[src/rtl/spi_cmd_regfile.sv]
// SPI command decoder and 8-bit register file fed by the slave byte engine.
// Build option: define SPI_REGS_AUTOINC_EN for burst (auto-incrementing) access.
module spi_cmd_regfile #(
    parameter int          ADDR_W = 4,
    parameter logic [7:0]  ID_VAL = 8'hA5
) (
    input  logic       clk,
    input  logic       rst_n,
    input  logic       frame_start,
    input  logic       frame_end,
    input  logic       rx_valid,
    input  logic [7:0] rx_byte,
    output logic [7:0] tx_byte,
    output logic [7:0] ctrl_out,
    output logic       LED,
    output logic       err,
    output logic [2:0] state_dbg_o
);
    localparam int NUM_REGS = 2 ** ADDR_W;

    typedef enum logic [2:0] {
        ST_IDLE    = 3'd0,
        ST_CMD     = 3'd1,
        ST_WRITE   = 3'd2,
        ST_READ    = 3'd3,
        ST_DISCARD = 3'd4
    } state_e;

    state_e              state_q, state_d;
    logic [ADDR_W-1:0]   addr_q, addr_d;
    logic [7:0]          tx_q, tx_d;
    logic                err_q, err_d;
    logic [7:0]          regs_q [NUM_REGS];
    logic                wr_en;

    logic [ADDR_W-1:0]   cmd_addr;
    logic [ADDR_W-1:0]   next_addr;
    logic                rsvd_bad;
    logic [7:0]          cmd_rd;
    logic [7:0]          next_rd;

    assign cmd_addr = rx_byte[ADDR_W-1:0];
    assign rsvd_bad = (rx_byte[6:0] >> ADDR_W) != 7'd0;

`ifdef SPI_REGS_AUTOINC_EN
    assign next_addr = addr_q + ADDR_W'(1);
`else
    assign next_addr = addr_q;
`endif

    // Address 0 is a read-only ID; its storage slot is never written.
    assign cmd_rd  = (cmd_addr  == '0) ? ID_VAL : regs_q[cmd_addr];
    assign next_rd = (next_addr == '0) ? ID_VAL : regs_q[next_addr];

    always_ff @(posedge clk) begin
        if (!rst_n) begin
            state_q <= ST_IDLE;
        end else begin
            state_q <= state_d;
        end
    end

    // frame_start dominates everything; frame_end applies after the byte is handled.
    always_comb begin
        state_d = state_q;
        if (frame_start) begin
            state_d = ST_CMD;
        end else begin
            if (rx_valid && state_q == ST_CMD) begin
                if (rsvd_bad) begin
                    state_d = ST_DISCARD;
                end else if (rx_byte[7]) begin
                    state_d = ST_READ;
                end else begin
                    state_d = ST_WRITE;
                end
            end
            if (frame_end) begin
                state_d = ST_IDLE;
            end
        end
    end

    always_comb begin
        addr_d = addr_q;
        tx_d   = tx_q;
        err_d  = err_q;
        wr_en  = 1'b0;
        if (frame_start) begin
            tx_d = 8'h00;
        end else if (rx_valid) begin
            case (state_q)
                ST_IDLE: err_d = 1'b1;
                ST_CMD: begin
                    if (rsvd_bad) begin
                        err_d = 1'b1;
                    end else begin
                        addr_d = cmd_addr;
                        if (rx_byte[7]) begin
                            tx_d = cmd_rd;
                        end
                    end
                end
                ST_WRITE: begin
                    wr_en  = (addr_q != '0);
                    addr_d = next_addr;
                end
                ST_READ: begin
                    addr_d = next_addr;
                    tx_d   = next_rd;
                end
                default: ;
            endcase
        end
    end

    always_ff @(posedge clk) begin
        if (!rst_n) begin
            addr_q <= '0;
            tx_q   <= 8'h00;
            err_q  <= 1'b0;
            for (int i = 0; i < NUM_REGS; i++) begin
                regs_q[i] <= 8'h00;
            end
        end else begin
            addr_q <= addr_d;
            tx_q   <= tx_d;
            err_q  <= err_d;
            if (wr_en) begin
                regs_q[addr_q] <= rx_byte;
            end
        end
    end

    assign tx_byte     = tx_q;
    assign ctrl_out    = regs_q[1];
    assign LED         = regs_q[1][0];
    assign err         = err_q;
    assign state_dbg_o = state_q;

endmodule

[config.mk]
export PLATFORM = sky130hd
export DESIGN_NAME = spi_cmd_regfile
export DESIGN_NICKNAME = d
export VERILOG_FILES = /design/src/rtl/spi_cmd_regfile.sv
export SDC_FILE = /design/constraint.sdc
export NUM_CORES = 1
export LEC_CHECK = 0
export BUFFER_PORTS_ARGS = -buffer_cell sky130_fd_sc_hd__buf_2
export CAP_MARGIN = 40
export CORE_AREA = 5 5 110 153
export DETAILED_ROUTE_END_ITERATION = 7
export DIE_AREA = 0 0 115 158
export HOLD_SLACK_MARGIN = 0.03
export PLACE_DENSITY = 0.68
export RECOVER_POWER = 50
export SLEW_MARGIN = 40
export SYNTH_ARGS = -nofsm -noshare
export SYNTH_HDL_FRONTEND = slang
export SYNTH_SLANG_ARGS = --single-unit
[constraint.sdc]
create_clock -name clk -period 2.9 [get_ports clk]
set_clock_uncertainty 0.2 [all_clocks]
set_input_delay 0 -clock clk [delete_from_list [all_inputs] [get_ports clk]]
set_output_delay 0 -clock clk [all_outputs]
set_load 0.01 [all_outputs]
==> After elaboration in Yosys (flattened, before gate mapping) <==
Memory sizes are Yosys's and may differ from the RTL's. A register that Yosys moved wholly into a read port is not among the register bits.
Index checks and enable logic that the tools add are counted.
{ "op_classes": {"order_cmp": 0, "bitwise": 3, "reduce_logical": 15, "shift": 0, "add_sub_neg": 0, "mux": 24, "n_mul": 0, "n_div": 0, "n_eq_ne": 6} }
{ "op_table": {"columns": ["cell", "n"], "rows": [
  ["$mux W8", 5],
  ["$pmux W8 S2", 1],
  ["$mux W1", 13],
  ["$mux W4", 3],
  ["$reduce_and A4 Y1", 3],
  ["$logic_not A4 Y1", 2],
  ["$reduce_or A8 Y1", 1],
  ["$reduce_bool A7 Y1", 1],
  ["$eq A3 B2 Y1 const B", 2],
  ["$ne A2 B2 Y1 const B", 3],
  ["$reduce_bool A2 Y1", 2],
  ["$reduce_bool A4 Y1", 1],
  ["$eq A3 B1 Y1 const B", 1],
  ["$logic_not A3 Y1", 1],
  ["$mux W3", 1],
  ["$not A1 Y1", 3],
  ["$reduce_bool A3 Y1", 1],
  ["$reduce_or A3 Y1", 1],
  ["$pmux W1 S2", 1],
  ["$reduce_or A2 Y1", 1],
  ["$logic_and A1 B1 Y1", 1]
]} }
{ "word_totals": {"word_cells": 54, "rom_bits": 0, "input_bits": 13, "register_bits": 16, "mem_bits_rw": 128, "output_inout_bits": 21, "n_memories": 1, "latch_bits": 0} }
{ "memory_table": {"columns": ["name", "words", "word_bits", "read_ports", "rd_clocked_by_memory_dff", "wr", "line_no", "text"], "rows": [
  ["regs_q", 16, 8, 3, 1, 16, "33", "logic [7:0] regs_q [NUM_REGS];"]
]} }

==> Longest topological paths before layout <==
{ "logic_depth": {"depth_word": 9, "ltp_mapped": 8, "ltp_nobuf": 5} }

==> Least setup slack after synthesis <==
Ideal clock, no wire load.
{ "synth_path": {"path_type": "register to register", "startpoint": "register state_q[2], in the netlist state_dbg_o[2]", "endpoint": "memory regs_q[13][0] (enable)", "stages_incl_launch_ff": 6, "period_less_slack_ps": 2329, "t_required_ps": 2316, "t_arrival_ps": 1745, "setup_slack_ps": 571, "setup_ps": 384, "path_buffers": 1, "path_cell_list": "dfxtp_1 nor2b_1 and4_1 nand3_1 clkbuf_1 o21ai_0"} }
{ "synth_lines": {"columns": ["item", "line_no", "text"], "rows": [
  ["from (decl)", "29", "state_e state_q, state_d;"],
  ["from (signal assigned)", "59", "state_q <= state_d;"],
  ["to (decl)", "33", null]
]} }

==> flow_metrics.env <==
export IMPL_endpoint="regs_q[2][0]$_SDFFCE_PN0P_"
export IMPL_ys_async_sr_fraction=0
export IMPL_synth_seq_cells=148
export IMPL_die_area_um2=18200
export IMPL_yosys_most_used_dff="edfxtp_1"
export IMPL_grt_first_pass_wirelength_mm=31.3
export IMPL_r2r_cells=5
export IMPL_track_usage=0.237
export IMPL_slew_headroom=0.565
export IMPL_postLayoutCellArea_um2=8970
export IMPL_layout_min_cycle_time_ns=2.60
export IMPL_rr_startpoint="state_dbg_o[2]$_SDFFE_PP0P_"
export IMPL_finalWirelength_mm=20.4
export IMPL_clkSlewWorstSetupHoldPaths_ns=0.06
export IMPL_final_net_count=641
export IMPL_hold_viol=0
export IMPL_area_growth_pct=15.9
export IMPL_r2r_setup_slack_ns=0.45
export IMPL_detailedRoute_firstPassIterationCount=5
export IMPL_post_synth_edffs=128
export IMPL_cts_tree="built"
export IMPL_postCtsSetupRepairBufs=0
export IMPL_drt_wirelength_per_cell_um=24.4
export IMPL_start_kind="primary input"
export IMPL_yosysUniqueCellTypes=53
export IMPL_synth_most_common_cell="edfxtp_1"
export IMPL_power_leakage_nw=3.18
export IMPL_placed_cell_area_um2=8270
export IMPL_worstHoldPathType="in -> reg"
export IMPL_synthesis_area_um2=7740
export IMPL_synth_seq_area_share=0.548
export IMPL_pre_cts_slack_ns=0.538
export IMPL_placeableCoreArea_um2=15400
export IMPL_slew_violations=0
export IMPL_grt_max_degree=38
export IMPL_power_density_nw_per_um2=575
export IMPL_cap_violations=0
export IMPL_worst_vdd_drop_uv=305
export IMPL_grt_pass1_vias=5246
export IMPL_cts_path_max_buffers=2
export IMPL_cts_repair_resize_count=0
export IMPL_rr_endpoint="regs_q[2][0]$_SDFFCE_PN0P_"
export IMPL_synth_largest_area_cell="edfxtp_1"
export IMPL_post_route_period_util=0.895
export IMPL_dr_first_iter_drc_count=351
export IMPL_yosysWarnings=0
export IMPL_crit_path_start="rst_n"
export IMPL_routed_via_density=6.13
export IMPL_cp_required_ns=2.76
export IMPL_io_buffer_count=33
export IMPL_result_of_the_run="finished clean"
export IMPL_cts_root_buf="clkbuf_16"
export IMPL_worstSetupEndpointType="flop"
export IMPL_dieWidth_um=115
export IMPL_post_synth_inst_count=563
export IMPL_rsz0062_at_grt="no"
export IMPL_cts_sinks=148
export IMPL_detail_route_drc_violations=0
export IMPL_die_h_um=158
export IMPL_post_synth_most_frequent_cells="128 x edfxtp_1, 101 x and2_1, 42 x mux4_2, 30 x nor2_1, 26 x clkbuf_1"
export IMPL_synth_top_area_share=0.496
export IMPL_n_antenna_cell=0
export IMPL_gp_congestion=0.911
export IMPL_p_total_mw=5.16
export IMPL_synth_area_per_cell_um2=13.8
export IMPL_layout_drive_gt1_share=0.186
export IMPL_num_io_pins=34
export IMPL_rows=54
export IMPL_globalRouteOverflowTotal=0
export IMPL_finalSetupViolCount=0
export IMPL_timing_worst_slew_pin_value_ns=0.650
export IMPL_arrival_ns=2.46
export IMPL_floorplan_initialDensity=0.503
export IMPL_dp_hpwl_mm=14.8
export IMPL_cp_max_fo=18
export IMPL_synth_top_cells_by_area="edfxtp_1 50%, mux4_2 12%, and2_1 8.2%"
export IMPL_postLayoutCoreUtil=0.583
export IMPL_worst_case_setup_margin_in_the_final_layout_ns=0.304
export IMPL_clkLatencyLatePin_ns=0.42
export IMPL_timing_worst_setup_path_type="in -> reg"
export IMPL_achievable_frequency_ghz=0.385
export IMPL_cts_htree_levels=4
export IMPL_postRouteAntennaNets=0
export IMPL_final_setup_tns_ns=0
export IMPL_grt_antenna_before_repair=1
export IMPL_number_of_buffers_added_by_the_clock_tree_synthesis_step=17
export IMPL_route_vias_total=5131
## report_power, final
group | total [mW] | switching, mW | internal [mW]
Combinational | 0.334 | 0.186 | 0.148
Clock | 2.40 | 0.877 | 1.52
Sequential | 2.42 | 0.0454 | 2.38
## critical path: stages
cell and delay, ns:
dlygate4sd3_1 0.52, buf_2 0.32, and2b_1 0.30, and4_1 0.36, nand2_1 0.27, o21ai_0 0.23, clkbuf_1 0.45
## metal layers
layer,track usage,wire length (um),part of all wire
met2,0.433,11200,0.55
met5,0,14,0.00069
met3,0.0436,1150,0.056
met1,0.273,7360,0.36
met4,0.0968,679,0.033
## cells by family after synthesis
group           Yosys count  synth area share
compound gates           70            0.0582
mux                      77             0.201
other cells               1          0.000484
buf+inv                  51            0.0299
flops                   148             0.548
simple gates            216             0.162
## stage by stage
step | hold WS (ns) | cells
3_5_place_dp | 0.00940 | 791
3_3_place_gp | -0.000399 | 791
4_1_cts | 0.177 | 837
6_report | 0.239 | 837
5_1_grt | 0.284 | 837
2_1_floorplan | -0.121 | 570
## cell type report
type	count	area [um2]
Sequential cell	148	4250
Multi-Input combinational cell	371	3290
Clock inverter	14	208
Tap cell	196	245
Fill cell	1242	6430
Clock buffer	18	429
Inverter	7	26.3
Timing Repair Buffer	83	529
## sequential cells by signal (all words and copies together) (netlist names), named ones only
register     count
err              1
state_dbg_o      3
regs_q         128
tx_byte          8
addr_q           4
## what timing repair did
item	in CTS	in global routing
hold endpoints to repair	107	0
hold buffers	14	0
setup endpoints to repair	0	0
## worst min-delay path by stage
| stage | cells after the start | startpoint | to | slack (ns) |
|---|---|---|---|---|
| after floorplan | 1 | frame_end | state_dbg_o[1]$_SDFFE_PP0P_ | -0.12 |
| after global placement | 2 | frame_end | state_dbg_o[2]$_SDFFE_PP0P_ | -0.0004 |
| after detailed placement | 2 | frame_end | state_dbg_o[1]$_SDFFE_PP0P_ | 0.009 |
| after CTS | 4 | frame_start | state_dbg_o[0]$_SDFFE_PN0P_ | 0.18 |
| after global routing | 2 | tx_byte[5]$_SDFFE_PP0P_ | tx_byte[5]$_SDFFE_PP0P_ | 0.28 |
| final | 4 | frame_start | state_dbg_o[0]$_SDFFE_PN0P_ | 0.24 |
## placed cells by master (no fill, tap or decap), drive strengths merged, types with 3 or more instances in the layout
master and count:
dfxtp 20, a2111oi 3, clkbuf 52, mux2i 18
a21o 3, inv 8, nor3b 4, nor2 30
nor4 3, a22oi 3, a22o 4, dlygate4sd3 14
or4 4, a211oi 4, edfxtp 128, a21oi 10
nor3 22, o21ai 23, and2 106, nand3 8
bufinv 5, clkinv 6, nand3b 6, buf 35
nand2b 6, nand2 13, conb 8, a31oi 4
o22ai 12, mux4 58
No activity file was read; power rests on OpenSTA's default activity.
